$ cat src/rtl/fetch_pkg.sv
// fetch_pkg: shared types and constants for the fetch-to-decode queue.
// The entry struct is sized by the package localparams, which match the fetch_queue defaults.
package fetch_pkg;
  localparam int INSTR_W = 32;
  localparam int DATA_W = 32;
  localparam logic [INSTR_W-1:0] NOP_INSTR = 32'h0000_0013;
  typedef struct packed {
    logic [INSTR_W-1:0] instr;
    logic [DATA_W-1:0] pc;
    logic [DATA_W-1:0] pc_plus4;
  } fetch_entry_t;
endpackage

$ cat src/rtl/fetch_queue_if.sv
// fetch_queue_if: fetch/decode handshake bundle for fetch_queue.
// Signals:
//   push_valid_i, instr_i, pc_i, pc_plus4_i, flush_i, stall_i are driven by the master (fetch/decode side).
//   push_ready_o, validD_o, instrD_o, pcD_o, pc_plus4D_o, count_o are driven by the slave (the queue).
interface fetch_queue_if #(
  parameter int INSTR_WIDTH = 32,
  parameter int DATA_WIDTH = 32,
  parameter int DEPTH = 4
);
  logic push_valid_i;
  logic push_ready_o;
  logic [INSTR_WIDTH-1:0] instr_i;
  logic [DATA_WIDTH-1:0] pc_i;
  logic [DATA_WIDTH-1:0] pc_plus4_i;
  logic flush_i;
  logic stall_i;
  logic validD_o;
  logic [INSTR_WIDTH-1:0] instrD_o;
  logic [DATA_WIDTH-1:0] pcD_o;
  logic [DATA_WIDTH-1:0] pc_plus4D_o;
  logic [$clog2(DEPTH+1)-1:0] count_o;
  modport master (
    output push_valid_i, instr_i, pc_i, pc_plus4_i, flush_i, stall_i,
    input push_ready_o, validD_o, instrD_o, pcD_o, pc_plus4D_o, count_o
  );
  modport slave (
    input push_valid_i, instr_i, pc_i, pc_plus4_i, flush_i, stall_i,
    output push_ready_o, validD_o, instrD_o, pcD_o, pc_plus4D_o, count_o
  );
endinterface

$ cat src/rtl/fetch_queue_ctrl.sv
// fetch_queue_ctrl: pointer, occupancy and handshake control for fetch_queue.
// Ports: clk, rst (async, active-high); push_valid, flush, stall in;
//   push_ready, valid, byp (input forwarded straight to decode), push (write enable),
//   wr_ptr, rd_ptr, count out.
// Optional macro FETCH_QUEUE_BYPASS_EN enables same-cycle forwarding into an empty queue.
module fetch_queue_ctrl #(
  parameter int DEPTH = 4,
  localparam int PW = $clog2(DEPTH),
  localparam int CW = $clog2(DEPTH+1)
) (
  input logic clk,
  input logic rst,
  input logic push_valid,
  input logic flush,
  input logic stall,
  output logic push_ready,
  output logic valid,
  output logic byp,
  output logic push,
  output logic [PW-1:0] wr_ptr,
  output logic [PW-1:0] rd_ptr,
  output logic [CW-1:0] count
);
  logic full, empty, pop;
  assign full = count == CW'(DEPTH);
  assign empty = count == '0;
  assign push_ready = !full;
`ifdef FETCH_QUEUE_BYPASS_EN
  assign byp = empty & push_valid & !flush;
`else
  assign byp = 1'b0;
`endif
  assign valid = !empty | byp;
  // a forwarded entry consumed by decode in the same cycle is never written
  assign push = push_valid & !full & !flush & !(byp & !stall);
  assign pop = !empty & !stall & !flush;
  // pointers wrap naturally because DEPTH is a power of two
  always_ff @(posedge clk or posedge rst)
    if (rst) begin
      wr_ptr <= '0;
      rd_ptr <= '0;
      count <= '0;
    end else if (flush) begin
      wr_ptr <= '0;
      rd_ptr <= '0;
      count <= '0;
    end else begin
      wr_ptr <= wr_ptr + PW'(push);
      rd_ptr <= rd_ptr + PW'(pop);
      count <= count + CW'(push) - CW'(pop);
    end
endmodule

$ cat src/rtl/fetch_queue.sv
// fetch_queue: DEPTH-entry show-ahead instruction FIFO between fetch and decode.
// Ports: clk, rst (async, active-high); bus (fetch_queue_if.slave) carrying the push
//   handshake, flush/stall and the decode-side head outputs plus occupancy count.
// Optional macro FETCH_QUEUE_BYPASS_EN: an empty queue forwards the incoming entry to decode
//   combinationally; otherwise every entry spends at least one cycle in storage.
module fetch_queue #(
  parameter int INSTR_WIDTH = 32,
  parameter int DATA_WIDTH = 32,
  parameter int DEPTH = 4,
  parameter logic [INSTR_WIDTH-1:0] NOP_INSTR = fetch_pkg::NOP_INSTR
) (
  input logic clk,
  input logic rst,
  fetch_queue_if.slave bus
);
  import fetch_pkg::*;
  localparam int PW = $clog2(DEPTH);
  logic [PW-1:0] wr_ptr, rd_ptr;
  logic push, valid, byp;
  fetch_entry_t mem [DEPTH];
  fetch_entry_t in_e, head;
  fetch_queue_ctrl #(.DEPTH(DEPTH)) ctrl (
    .clk(clk),
    .rst(rst),
    .push_valid(bus.push_valid_i),
    .flush(bus.flush_i),
    .stall(bus.stall_i),
    .push_ready(bus.push_ready_o),
    .valid(valid),
    .byp(byp),
    .push(push),
    .wr_ptr(wr_ptr),
    .rd_ptr(rd_ptr),
    .count(bus.count_o)
  );
  assign in_e = '{instr: bus.instr_i, pc: bus.pc_i, pc_plus4: bus.pc_plus4_i};
  // storage is left uncleared on reset; valid masks stale contents
  always_ff @(posedge clk)
    if (push) mem[wr_ptr] <= in_e;
  assign head = byp ? in_e : mem[rd_ptr];
  assign bus.validD_o = valid;
  assign bus.instrD_o = valid ? head.instr : NOP_INSTR;
  assign bus.pcD_o = valid ? head.pc : '0;
  assign bus.pc_plus4D_o = valid ? head.pc_plus4 : '0;
endmodule
$ cat src/flat_wrapper.sv
// flat-port wrapper written by rule: the top's interface ports become plain ports
module fetch_queue_flat import fetch_pkg::*;
#(
  parameter int INSTR_WIDTH = 32,
  parameter int DATA_WIDTH = 32,
  parameter int DEPTH = 4,
  parameter logic [INSTR_WIDTH-1:0] NOP_INSTR = fetch_pkg::NOP_INSTR
)
  (clk, rst, bus_push_valid_i, bus_instr_i, bus_pc_i, bus_pc_plus4_i, bus_flush_i, bus_stall_i, bus_push_ready_o, bus_validD_o, bus_instrD_o, bus_pcD_o, bus_pc_plus4D_o, bus_count_o);
  fetch_queue_if #(.INSTR_WIDTH(INSTR_WIDTH), .DATA_WIDTH(DATA_WIDTH), .DEPTH(DEPTH)) bus_i ();
  input logic clk;
  input logic rst;
  input wire logic [$bits(bus_i.push_valid_i)-1:0] bus_push_valid_i;
  input wire logic [$bits(bus_i.instr_i)-1:0] bus_instr_i;
  input wire logic [$bits(bus_i.pc_i)-1:0] bus_pc_i;
  input wire logic [$bits(bus_i.pc_plus4_i)-1:0] bus_pc_plus4_i;
  input wire logic [$bits(bus_i.flush_i)-1:0] bus_flush_i;
  input wire logic [$bits(bus_i.stall_i)-1:0] bus_stall_i;
  output wire logic [$bits(bus_i.push_ready_o)-1:0] bus_push_ready_o;
  output wire logic [$bits(bus_i.validD_o)-1:0] bus_validD_o;
  output wire logic [$bits(bus_i.instrD_o)-1:0] bus_instrD_o;
  output wire logic [$bits(bus_i.pcD_o)-1:0] bus_pcD_o;
  output wire logic [$bits(bus_i.pc_plus4D_o)-1:0] bus_pc_plus4D_o;
  output wire logic [$bits(bus_i.count_o)-1:0] bus_count_o;
  assign bus_i.push_valid_i = bus_push_valid_i;
  assign bus_i.instr_i = bus_instr_i;
  assign bus_i.pc_i = bus_pc_i;
  assign bus_i.pc_plus4_i = bus_pc_plus4_i;
  assign bus_i.flush_i = bus_flush_i;
  assign bus_i.stall_i = bus_stall_i;
  assign bus_push_ready_o = bus_i.push_ready_o;
  assign bus_validD_o = bus_i.validD_o;
  assign bus_instrD_o = bus_i.instrD_o;
  assign bus_pcD_o = bus_i.pcD_o;
  assign bus_pc_plus4D_o = bus_i.pc_plus4D_o;
  assign bus_count_o = bus_i.count_o;
  fetch_queue #(.INSTR_WIDTH(INSTR_WIDTH), .DATA_WIDTH(DATA_WIDTH), .DEPTH(DEPTH), .NOP_INSTR(NOP_INSTR)) u_core (.clk(clk), .rst(rst), .bus(bus_i));
endmodule
$ cat config.mk
export PLATFORM = sky130hd
export DESIGN_NAME = fetch_queue_flat
export DESIGN_NICKNAME = d
export VERILOG_FILES = /design/src/rtl/fetch_pkg.sv /design/src/rtl/fetch_queue_if.sv /design/src/rtl/fetch_queue_ctrl.sv /design/src/rtl/fetch_queue.sv /design/src/flat_wrapper.sv
export SDC_FILE = /design/constraint.sdc
export NUM_CORES = 1
export LEC_CHECK = 0
export CAP_MARGIN = 25
export CORE_MARGIN = 4
export CORE_UTILIZATION = 60
export CTS_CLUSTER_SIZE = 8
export DETAILED_ROUTE_END_ITERATION = 7
export GPL_TIMING_DRIVEN = 0
export PLACE_DENSITY_LB_ADDON = 0.12
export SKIP_LAST_GASP = 1
export SYNTH_ARGS = -nofsm -noshare
export SYNTH_HDL_FRONTEND = slang
export SYNTH_HIERARCHICAL = 1
export SYNTH_SLANG_ARGS = --single-unit
$ cat constraint.sdc
create_clock -name clk -period 17.54 [get_ports clk]
set_clock_uncertainty 0.15 [all_clocks]
set_input_delay 2.631 -clock clk [delete_from_list [all_inputs] [get_ports clk]]
set_output_delay 2.631 -clock clk [all_outputs]
set_load 0.01 [all_outputs]
# Word-level counts from Yosys, hierarchy flattened
# Memory sizes are Yosys's and may differ from the RTL's.
# Cells that the tools add are included.
# totals
wordCells,26
n_memories,1
ram_bits,384
input_bits,101
register_bits,7
# mem_list
memory,words,word_bits,read_ports,rd_ports_with_merged_regs,write_ports,line,rtl
u_core.mem,4,96,1,0,1,fetch_queue.sv:20,fetch_entry_t mem [DEPTH];
# classes
n_reduce_logical,5
n_addsub,4
n_eq_ne,1
n_mux,8
n_bitwise,4
# ops
op,count
two-way mux 32 bit,3
adder 2 x 1 -> 2 bit,2
bitwise AND 1 bit,4
zero test 1 bit,4
two-way mux 2 bit,2
adder 3 x 1 -> 3 bit,1
"== test 3 bit, second input constant",1
zero test 3 bit,1
two-way mux 3 bit,1
subtractor 3 x 1 -> 3 bit,1
two-way mux 1 bit,2

# Logic depth before layout (Yosys ltp)
# Gate-level depths: netlist of run 1.
# logic_depth
depth_word,7
mapped_depth,9

# Hierarchy
# The synthesis of run 1 kept the hierarchy.
# by_module_without_submodules
mod,n_inst,area_per_inst_um2,seq_area_each_um2,cells_per_inst
fetch_queue,1,15626.2,11531.1,836
fetch_queue_ctrl,1,386.6,175.2,35

# Worst setup path before layout of run 1
# OpenSTA, ideal clock, no wires.
# synth_timing
kind,input to register
from,input bus_flush_i
to,"memory u_core/mem[0][0] in the netlist's numbering, enable pin"
setup_time_ns,0.688
stages,4
required_time_ns,16.702
t_arrival_ns,10.236
setup_slack_ns,6.466
cell_sequence,clkbuf_1 -> nand2b_1 -> a21oi_1 -> nor3b_1
# synth_between
elab_chain_cells,4
# synth_lines
element,line,rtl
"start, declared",flat_wrapper.sv:17,input wire logic [$bits(bus_i.flush_i)-1:0] bus_flush_i;
zero test 1 bit,fetch_queue_ctrl.sv:35,assign push = push_valid & !full & !flush & !(byp & !stall);
bitwise AND 1 bit,fetch_queue_ctrl.sv:35,
via u_core.push,fetch_queue.sv:19,"logic push, valid, byp;"
two-way mux 1 bit,fetch_queue.sv:39,if (push) mem[wr_ptr] <= in_e;
two-way mux 1 bit (not written as such),fetch_queue.sv:39,
"end, declared",fetch_queue.sv:20,
# The timed path passes the listed nets, and every way through them passes these cells.

# Worst setup path in the final report of run 1
# layout_timing
from,register u_core.ctrl.count[1]
to,output bus_pc_plus4D_o[30]
# layout_between
elab_chain_cells,2
# layout_lines
element,line,rtl
"start, declared",fetch_queue_ctrl.sv:22,output logic [CW-1:0] count
"start signal, assigned",fetch_queue_ctrl.sv:50,count <= count + CW'(push) - CW'(pop);
zero test 3 bit,fetch_queue_ctrl.sv:26,assign empty = count == '0;
two-way mux 32 bit,fetch_queue.sv:44,assign bus.pc_plus4D_o = valid ? head.pc_plus4 : '0;
"end, declared",flat_wrapper.sv:23,output wire logic [$bits(bus_i.pc_plus4D_o)-1:0] bus_pc_plus4D_o;
# Every way passes these cells.

==> impl_summary.log, run 1 <==
INFO  metric route.vias.total = approximately 9k
INFO  metric critical_path_peak_fanout = 10
INFO  metric critical_path.startpoint_type = flip-flop
INFO  metric report.final.setup_viol = 0
INFO  metric fp.dieH = ~170 um
INFO  metric critPathKind = flip-flop to output port
INFO  metric count_of_final_hold_check_violations = 0
INFO  metric detailedRoute.firstPassIterationCount = 5
INFO  metric cts_tree = done
INFO  metric postLayoutSetupSlackWorst = 11.51 ns
INFO  metric grt_max_degree = 57
INFO  metric ys_seq_elements = approximately 390
INFO  metric fp.dieArea = approximately 29,000 um^2
INFO  metric count_of_instances_resized_after_the_clock_tree_is_built = 0
INFO  metric rsz0062_at_grt = false
INFO  metric synth.mux.area_fraction = about 12%
INFO  metric clock_tree.root_cell = sky130_fd_sc_hd__clkbuf_16
INFO  metric run_status = finished clean
INFO  metric synth_cell_type_count = 30
INFO  metric antenna_left = 0
INFO  metric pwr_density_cell = about 130 nW/um^2
INFO  metric total_leakage_power = 6.25 nW
INFO  metric max-slew-margin-rel = between 30 and 40%
INFO  metric wl_per_cell = between 20 and 25 um
INFO  metric yosysSeqAreaShare = 73.1%
INFO  metric placement_rows = 59
INFO  metric drt-initial-drc-count = about 750
INFO  metric min-delay-path-class = flip-flop to flip-flop
INFO  metric worst_setup_path_end_kind = output port
INFO  metric dp.final_hpwl = 21.5 mm
INFO  metric area_growth_syn_to_layout = 25.8%
INFO  metric clock_insertion_delay_worst_skew = between 0.5 and 0.6 ns
INFO  metric hold_buffers = 0
INFO  metric finalWeightedCongestion = between 0.7 and 0.8
INFO  metric synthXorXnorAreaFrac = less than 1%
INFO  metric critical_path.max_stage_delay = about 0.53 ns
INFO  metric fillers = 1,522
INFO  metric detail_route.drc_violations = 0
INFO  metric netlist.area_leader.share = between 70% and 80%
INFO  metric gr-total-overflow = 0
INFO  metric numPortBuffers = 200
INFO  metric ir_drop = 0.0000935 V
INFO  metric nets = 1,249
INFO  metric fin_crit = roughly 6 ns
INFO  metric total_area_of_multi_input_combinational_cells = 3950 um^2
INFO  metric period_share = around a third
INFO  metric path_cells = or3_4 -> buf_2 -> nand3b_1 -> buf_2 -> buf_2 -> o221ai_1 -> clkdlybuf4s50_1
INFO  metric mappedNetlistArea = between 15,000 and 20,000 um^2
INFO  metric global_route.usage.total = 23.9%
INFO  metric postCtsSetupRepairBufs = 0
INFO  metric first_global_vias = 9,268
INFO  metric placedCellCount = 1,422
INFO  metric cts_buffers = between 50 and 60
INFO  metric synthesis.area_per_instance = between 15 and 20 um^2
INFO  metric critical_path_buf_inv_count = 4
INFO  metric detailedPlace.worstSlack = approximately 12 ns
INFO  metric fmax = between 150 and 200 MHz
INFO  metric timing_worst_slew_pin_value = 0.988 ns
INFO  metric synth_area_in_simple_gates = between 3 and 4%
INFO  metric h-tree-depth = 2
INFO  metric routed_via_density = 6.16
INFO  metric synth_adder_area_share = less than 1%
INFO  metric finalNonFillerCells = 1,490
INFO  metric clock_sink_count = ~390
INFO  metric netlist.top_cell.by_area = sky130_fd_sc_hd__edfxtp_1
INFO  metric cts-root-to-sink-buffers = 3
INFO  metric syn-num-nets = around 980
INFO  metric worst-endpoint-arrival = about 3.2 ns
INFO  metric yosys_warnings = 6
INFO  metric reg2reg_slack = 14.29 ns
INFO  metric timing.critical_path.max_delay_family = buffers and inverters
INFO  metric global_route_wire_length_before_repair = ~54 mm
INFO  metric final_layout_size_suffix_gt1_share = 16.9%
INFO  metric io_pins = ~200
INFO  metric floorplan.initialDensity = between 60% and 70%
INFO  metric layout.area.seq = around 12,000 um^2
INFO  metric worst_setup_hold_path_clk_slew = 0.05 ns
INFO  metric yosys-top-cells-area = sky130_fd_sc_hd__edfxtp_1, sky130_fd_sc_hd__mux2i_1, sky130_fd_sc_hd__o221ai_2
INFO  metric floorplan.core_area = 26,100 um^2
INFO  metric crit_path_top_delay_cell = sky130_fd_sc_hd__clkdlybuf4s50_1
INFO  metric synth_compound_gate_area_share = between 8 and 9%
INFO  metric die-width = approximately 170 um
INFO  metric fin_setup_tns = 0 ns
INFO  metric finalMaxSlewViolations = 0
INFO  metric main_combinational_cell_family_by_area_after_synthesis = multiplexers
INFO  metric initial_antenna_violation_count = 2
INFO  metric crit_top_cell = sky130_fd_sc_hd__buf_2
INFO  metric critPathRequiredTime = 14.76 ns
INFO  metric postSynthCellCount = 871
INFO  metric routed_wl = ~35 mm
INFO  metric drv.max_cap_violation_count = 0
-- cell usage after synthesis --
master and number:
sky130_fd_sc_hd__ha_1 4, sky130_fd_sc_hd__nor2b_1 3, sky130_fd_sc_hd__dfrtp_1 7, sky130_fd_sc_hd__clkbuf_1 23, sky130_fd_sc_hd__conb_1 1, sky130_fd_sc_hd__xnor2_1 2
sky130_fd_sc_hd__xnor3_1 1, sky130_fd_sc_hd__or3b_1 1, sky130_fd_sc_hd__a21bo_2 3, sky130_fd_sc_hd__mux4_2 3, sky130_fd_sc_hd__and3_1 1, sky130_fd_sc_hd__or3_4 1
sky130_fd_sc_hd__nand2_1 2, sky130_fd_sc_hd__nand3_1 93, sky130_fd_sc_hd__nor2_1 6, sky130_fd_sc_hd__a21oi_1 1, sky130_fd_sc_hd__mux2i_1 186, sky130_fd_sc_hd__and3b_1 1
sky130_fd_sc_hd__buf_4 4, sky130_fd_sc_hd__buf_2 30, sky130_fd_sc_hd__o221ai_1 23, sky130_fd_sc_hd__nand2b_1 1, sky130_fd_sc_hd__nand3b_1 1, sky130_fd_sc_hd__o221ai_2 70
sky130_fd_sc_hd__fa_1 1, sky130_fd_sc_hd__inv_1 5, sky130_fd_sc_hd__buf_6 8, sky130_fd_sc_hd__edfxtp_1 384, sky130_fd_sc_hd__nor3b_1 2, sky130_fd_sc_hd__a21o_1 3
-- layout make-up --
type                            instances  share of cell area, %
Antenna cell                            1                 0.0124
Buffer                                 65                   1.77
Clock buffer                           66                   7.04
Clock inverter                          1                 0.0435
Inverter                                5                 0.0931
Multi-Input combinational cell        410                   19.6
Sequential cell                       391                   58.1
Tap cell                              335                   2.08
Timing Repair Buffer                  216                   11.3
-- cell usage in the layout, fill, tap and decap left out, drive strengths merged, types with 2 or more instances in the layout --
cell type	instances
nand2	2
o221ai	93
a21o	3
inv	6
mux4	3
ha	4
nor2	6
nor3b	2
nand3	93
nor2b	3
edfxtp	384
xnor2	2
dfrtp	7
mux2i	186
a21bo	3
clkdlybuf4s50	200
buf	58
clkbuf	89
-- power by group --
group	switching [mW]	total, mW	internal, mW	leakage, nW
Combinational	0.345	0.664	0.319	1.97
Sequential	0.0137	1.08	1.07	3.58
Clock	0.336	0.888	0.552	0.695
-- path summary, 6_finish.rpt --
check / from / end / cells past startpoint
max: u_core/ctrl/count[1] / bus_pc_plus4D_o[30] / 7
min: u_core/ctrl/rd_ptr[1] / u_core/ctrl/rd_ptr[1] / 2
max reg2reg: u_core/ctrl/count[1] / u_core/mem[0][55] / 7
min reg2reg: u_core/ctrl/rd_ptr[1] / u_core/ctrl/rd_ptr[1] / 2
max in group asynchronous: rst / u_core/ctrl/count[1] / 2
min in group asynchronous: rst / u_core/ctrl/count[2] / 2
-- logic make-up (layout without fill, tap and decap cells) --
family	Yosys count	after routing
adders and majority gates	5	5
xor gates and xnor gates	3	3
other	1	2
muxes	189	189
buffers and inverters	70	353
AOI/OAI and AO/OA	100	100
DFF	391	391
and+or+nand+nor	112	112
-- per-stage QoR --
| step | utilization, % | hold slack [ns] | instance area, um^2 | power, mW |
|---|---|---|---|---|
| floorplan | - | 0.346 | 16000 | 1.43 |
| global placement | 70.5 | 0.363 | 18400 | 1.75 |
| detailed placement | 71.6 | 0.378 | 18700 | 1.76 |
| CTS | 77.1 | 0.399 | 20100 | 2.66 |
| global route | 77.1 | 0.451 | 20100 | 2.74 |
| finish | 77.1 | 0.402 | 20200 | 2.64 |
-- per-layer routing --
layer	share of wire, %	global-route usage [%]	up-vias
met1	42	33.6	4633
met3	6.7	5.19	69
met2	49	38.5	357
met5	0.077	0	-
li1	-	-	4111
met4	2.3	6.61	4
-- state kept, by name, indices dropped and copies added (netlist names) --
register	flops
u_core/ctrl/wr_ptr	2
u_core/ctrl/count	3
u_core/mem	384
u_core/ctrl/rd_ptr	2
-- worst min-delay path, cell delays in order (launching register included) --
cell and delay [ns]:
sky130_fd_sc_hd__dfrtp_1 0.35, sky130_fd_sc_hd__xnor2_1 0.08, sky130_fd_sc_hd__nor2_1 0.08
(Power assumes the default switching activity.)
==> run 2, diff against run 1 <==
--- a/config.mk
+++ b/config.mk
@@ -7,7 +7,7 @@
 export LEC_CHECK = 0
 export CAP_MARGIN = 25
 export CORE_MARGIN = 4
-export CORE_UTILIZATION = 60
+export CORE_UTILIZATION = 55
 export CTS_CLUSTER_SIZE = 8
 export DETAILED_ROUTE_END_ITERATION = 7
 export GPL_TIMING_DRIVEN = 0
==> constraint.sdc (replaced) <==
create_clock -name clk -period 6.31 [get_ports clk]
set_clock_uncertainty 0.15 [all_clocks]
set_input_delay 0.9465 -clock clk [delete_from_list [all_inputs] [get_ports clk]]
set_output_delay 0.9465 -clock clk [all_outputs]
set_load 0.01 [all_outputs]
==> run 2 against run 1 <==
  * Non-clock buffer count shrank 2
  * Via count down 3.2%
  * Sequential cell count unchanged
  * Cell area increased by 0.78%
  * Final cell count rose by 3.1%
  * Utilization down 6.4 points
  * Clock-buffer cell count stayed put
  * Sequential power grew to 2.8 times the previous value
  * Clock power grew to 2.8 times the previous value
  * Combinational power increased to 2.8 times the previous value
  * First-iteration DRC count shrank 15%
  * Register-to-register slack worse by 11 ns
==> impl_summary.log, run 2 (synthesis results as in run 1) <==
INFO  metric detailedRoute.firstPassIterationCount = 4 (was 5)
INFO  metric final_layout_size_suffix_gt1_share = 16.9% (about the same)
INFO  metric timing.hold.worst_path_depth = 2 (unchanged)
INFO  metric finalMaxSlewViolations = 0 (unchanged)
INFO  metric cts-root-to-sink-buffers = 3 (unchanged)
INFO  metric top_library_cells_by_usage_in_the_layout_fill_and_taps_aside = sky130_fd_sc_hd__edfxtp_1, sky130_fd_sc_hd__clkdlybuf4s50_1, sky130_fd_sc_hd__mux2i_1, sky130_fd_sc_hd__nand3_1, sky130_fd_sc_hd__o221ai_2 (unchanged)
INFO  metric top_usage_layer = met2 (unchanged)
INFO  metric worst_setup_path_end_kind = output port (unchanged)
INFO  metric worst_hold_path.endpoint = u_core/ctrl/rd_ptr[1] (unchanged)
INFO  metric timing_worst_slew_pin_value = 0.810 ns (was 0.988 ns)
INFO  metric grt_max_degree = 47 (was 57)
INFO  metric placement_rows = 62 (was 59)
INFO  metric largest_register_ff_count = 384 (unchanged)
INFO  metric dp.final_hpwl = 21.7 mm (was 21.5 mm)
INFO  metric ir_drop = 0.000284 V (was 0.0000935 V)
INFO  metric layout.area.seq = 11,700 um^2 (unchanged)
INFO  metric area_growth_syn_to_layout = 26.8% (was 25.8%)
INFO  metric routed_via_density = 5.78 (was 6.16)
INFO  metric global_route_wire_length_before_repair = 52.4 mm (was 53.8 mm)
INFO  metric route.vias.total = 8,881 (was 9,174)
INFO  metric global_route.usage.total = 21.4% (was 23.9%)
INFO  metric fmax = 235 MHz
INFO  metric antenna_left = 0 (unchanged)
INFO  metric gr-total-overflow = 0 (unchanged)
INFO  metric postPlaceCellArea = 18,800 um^2 (was 18,700 um^2)
INFO  metric h-tree-depth = 2 (unchanged)
INFO  metric hold_buffers = 0 (unchanged)
INFO  metric postCtsSetupRepairBufs = 0 (unchanged)
INFO  metric period_share = 67.4%
INFO  metric cts_tree = done (unchanged)
INFO  metric reg2reg_slack = 3.33 ns (was 14.29 ns)
INFO  metric clock_tree.root_cell = sky130_fd_sc_hd__clkbuf_16 (unchanged)
INFO  metric layout.cells.most_common = sky130_fd_sc_hd__edfxtp_1 (unchanged)
INFO  metric worst-endpoint-arrival = 3.15 ns (was 3.24 ns)
INFO  metric grt_use_met2 = 34.5% (was 38.5%)
INFO  metric detailedPlace.worstSlack = 2.42 ns (was 11.83 ns)
INFO  metric holdCritStartpoint = u_core/ctrl/rd_ptr[1] (unchanged)
INFO  metric count_of_instances_resized_after_the_clock_tree_is_built = 0 (unchanged)
INFO  metric critPathKind = flip-flop to output port (unchanged)
INFO  metric drv.max_cap_violation_count = 0 (unchanged)
INFO  metric r2r-start = u_core/ctrl/count[1] (unchanged)
INFO  metric numPortBuffers = 200 (unchanged)
INFO  metric pwr_density_cell = 363 nW/um^2 (was 131 nW/um^2)
INFO  metric finalWeightedCongestion = 0.730 (was 0.721)
INFO  metric io_pins = 202 (unchanged)
INFO  metric fp.dieH = 179 um (was 171 um)
INFO  metric first_global_vias = 9,085 (was 9,268)
INFO  metric worst_setup_hold_path_clk_slew = 0.05 ns (about the same)
INFO  metric die-width = 179 um (was 171 um)
INFO  metric clock_sink_count = 391 (unchanged)
INFO  metric rsz0062_at_grt = false (unchanged)
INFO  metric critical_path_peak_fanout = 10 (unchanged)
INFO  metric fillers = 1,828 (was 1,522)
INFO  metric detail_route.drc_violations = 0 (unchanged)
INFO  metric total_area_of_multi_input_combinational_cells = 3960 um^2 (was 3950 um^2)
INFO  metric wl_per_cell = 22.5 um (was 23.6 um)
INFO  metric drt-initial-drc-count = 638 (was 753)
INFO  metric reg2regPathDepth = 7 (unchanged)
INFO  metric initial_antenna_violation_count = 2 (unchanged)
INFO  metric clock_insertion_delay_worst_skew = 0.54 ns (about the same)
INFO  metric nets = 1,247 (was 1,249)
INFO  metric total_leakage_power = 6.28 nW (was 6.25 nW)
INFO  metric max-slew-margin-rel = 45.9% (was 33.8%)
INFO  metric floorplan.initialDensity = 55.8% (was 61.3%)
INFO  metric fp.dieArea = 31,900 um^2 (was 29,400 um^2)
INFO  metric globalRouteMet3Util = 4.73% (was 5.19%)
INFO  metric cts_buffers = 54 (unchanged)
INFO  metric postLayoutSetupSlackWorst = 2.06 ns (was 11.51 ns)
INFO  metric run_status = finished clean (unchanged)
INFO  metric fin_crit = between 4 and 5 ns
INFO  metric routed_wl = 34.5 mm (was 35.2 mm)
INFO  metric critical_path.startpoint_type = flip-flop (unchanged)
INFO  metric largestRegisters = u_core/mem: 384 flops, u_core/ctrl/count: 3 flops (unchanged)
INFO  metric report.final.setup_viol = 0 (unchanged)
INFO  metric min-delay-path-class = flip-flop to flip-flop (unchanged)
INFO  metric endpoint_of_the_worst_slack_reg_to_reg_timing_path = u_core/mem[0][39] (was u_core/mem[0][55])
INFO  metric groute.layer.met1.usage = 30.2% (was 33.6%)
INFO  metric count_of_final_hold_check_violations = 0 (unchanged)
INFO  metric largest_register = u_core/mem (unchanged)
INFO  metric critPathRequiredTime = 5.21 ns (was 14.76 ns)
INFO  metric final_area = 20,300 um^2 (was 20,200 um^2)
INFO  metric floorplan.core_area = 28,700 um^2 (was 26,100 um^2)
-- run 2: cell types whose count changed in the layout (fill, tap and decap cells not counted) --
cell / change
sky130_fd_sc_hd__buf_12: +3
sky130_fd_sc_hd__inv_6: -1
sky130_fd_sc_hd__buf_16: +3
sky130_fd_sc_hd__buf_8: +1
sky130_fd_sc_hd__clkbuf_16: +2
sky130_fd_sc_hd__nor3b_2: -1
sky130_fd_sc_hd__nor3b_4: +1
sky130_fd_sc_hd__buf_6: -9
sky130_fd_sc_hd__clkbuf_1: -2
-- run 2: how the worst max path moves through the flow --
stage                                     from             endpoint  depth (start not counted)
after floorplan                    bus_flush_i     u_core/mem[0][0]                          4
after global placement        bus_push_valid_i    u_core/mem[0][42]                          4
after detailed placement      bus_push_valid_i    u_core/mem[0][45]                          8
after CTS                 u_core/ctrl/count[1]  bus_pc_plus4D_o[30]                          7
after global routing      u_core/ctrl/count[1]  bus_pc_plus4D_o[30]                          7
final                     u_core/ctrl/count[1]  bus_pc_plus4D_o[30]                          7
-- run 2: layer usage --
layer | routed length (um) | vias up
met4 | 530 | 2
li1 | - | 4106
met2 | 17000 | 281
met1 | 14700 | 4448
met5 | 13 | -
met3 | 2330 | 44
-- run 2: area by class of cell --
cell class                      count  share of cell area [%]
Antenna cell                        1                  0.0123
Buffer                             65                    1.76
Clock buffer                       66                    7.19
Inverter                            5                  0.0924
Multi-Input combinational cell    410                    19.5
Sequential cell                   391                    57.6
Tap cell                          384                    2.37
Timing Repair Buffer              214                    11.4
-- run 2: worst max-delay path, cell delays in order (launching register included) --
cell,delay [ns]
sky130_fd_sc_hd__dfrtp_1,0.44
sky130_fd_sc_hd__or3_4,0.43
sky130_fd_sc_hd__buf_2,0.18
sky130_fd_sc_hd__nand3b_1,0.12
sky130_fd_sc_hd__buf_2,0.33
sky130_fd_sc_hd__buf_2,0.39
sky130_fd_sc_hd__o221ai_1,0.22
sky130_fd_sc_hd__clkdlybuf4s50_1,0.52
-- run 2: metrics by stage --
| step | total power [mW] | util [%] | cells | setup TNS, ns | hold slack [ns] |
|---|---|---|---|---|---|
| floorplan | 3.98 | - | 871 | 0 | 0.346 |
| global placement | 4.87 | 64.5 | 1455 | -354.71 | 0.363 |
| detailed placement | 4.90 | 65.7 | 1469 | 0 | 0.400 |
| CTS | 7.44 | 70.7 | 1535 | 0 | 0.410 |
| global route | 7.68 | 70.8 | 1536 | 0 | 0.463 |
| finish | 7.37 | 70.8 | 1536 | 0 | 0.405 |
-- run 2: power by group --
part	leakage, nW	internal, mW	switching, mW
logic	1.98	0.894	0.955
clock network	0.713	1.58	0.931
registers	3.58	2.98	0.0355
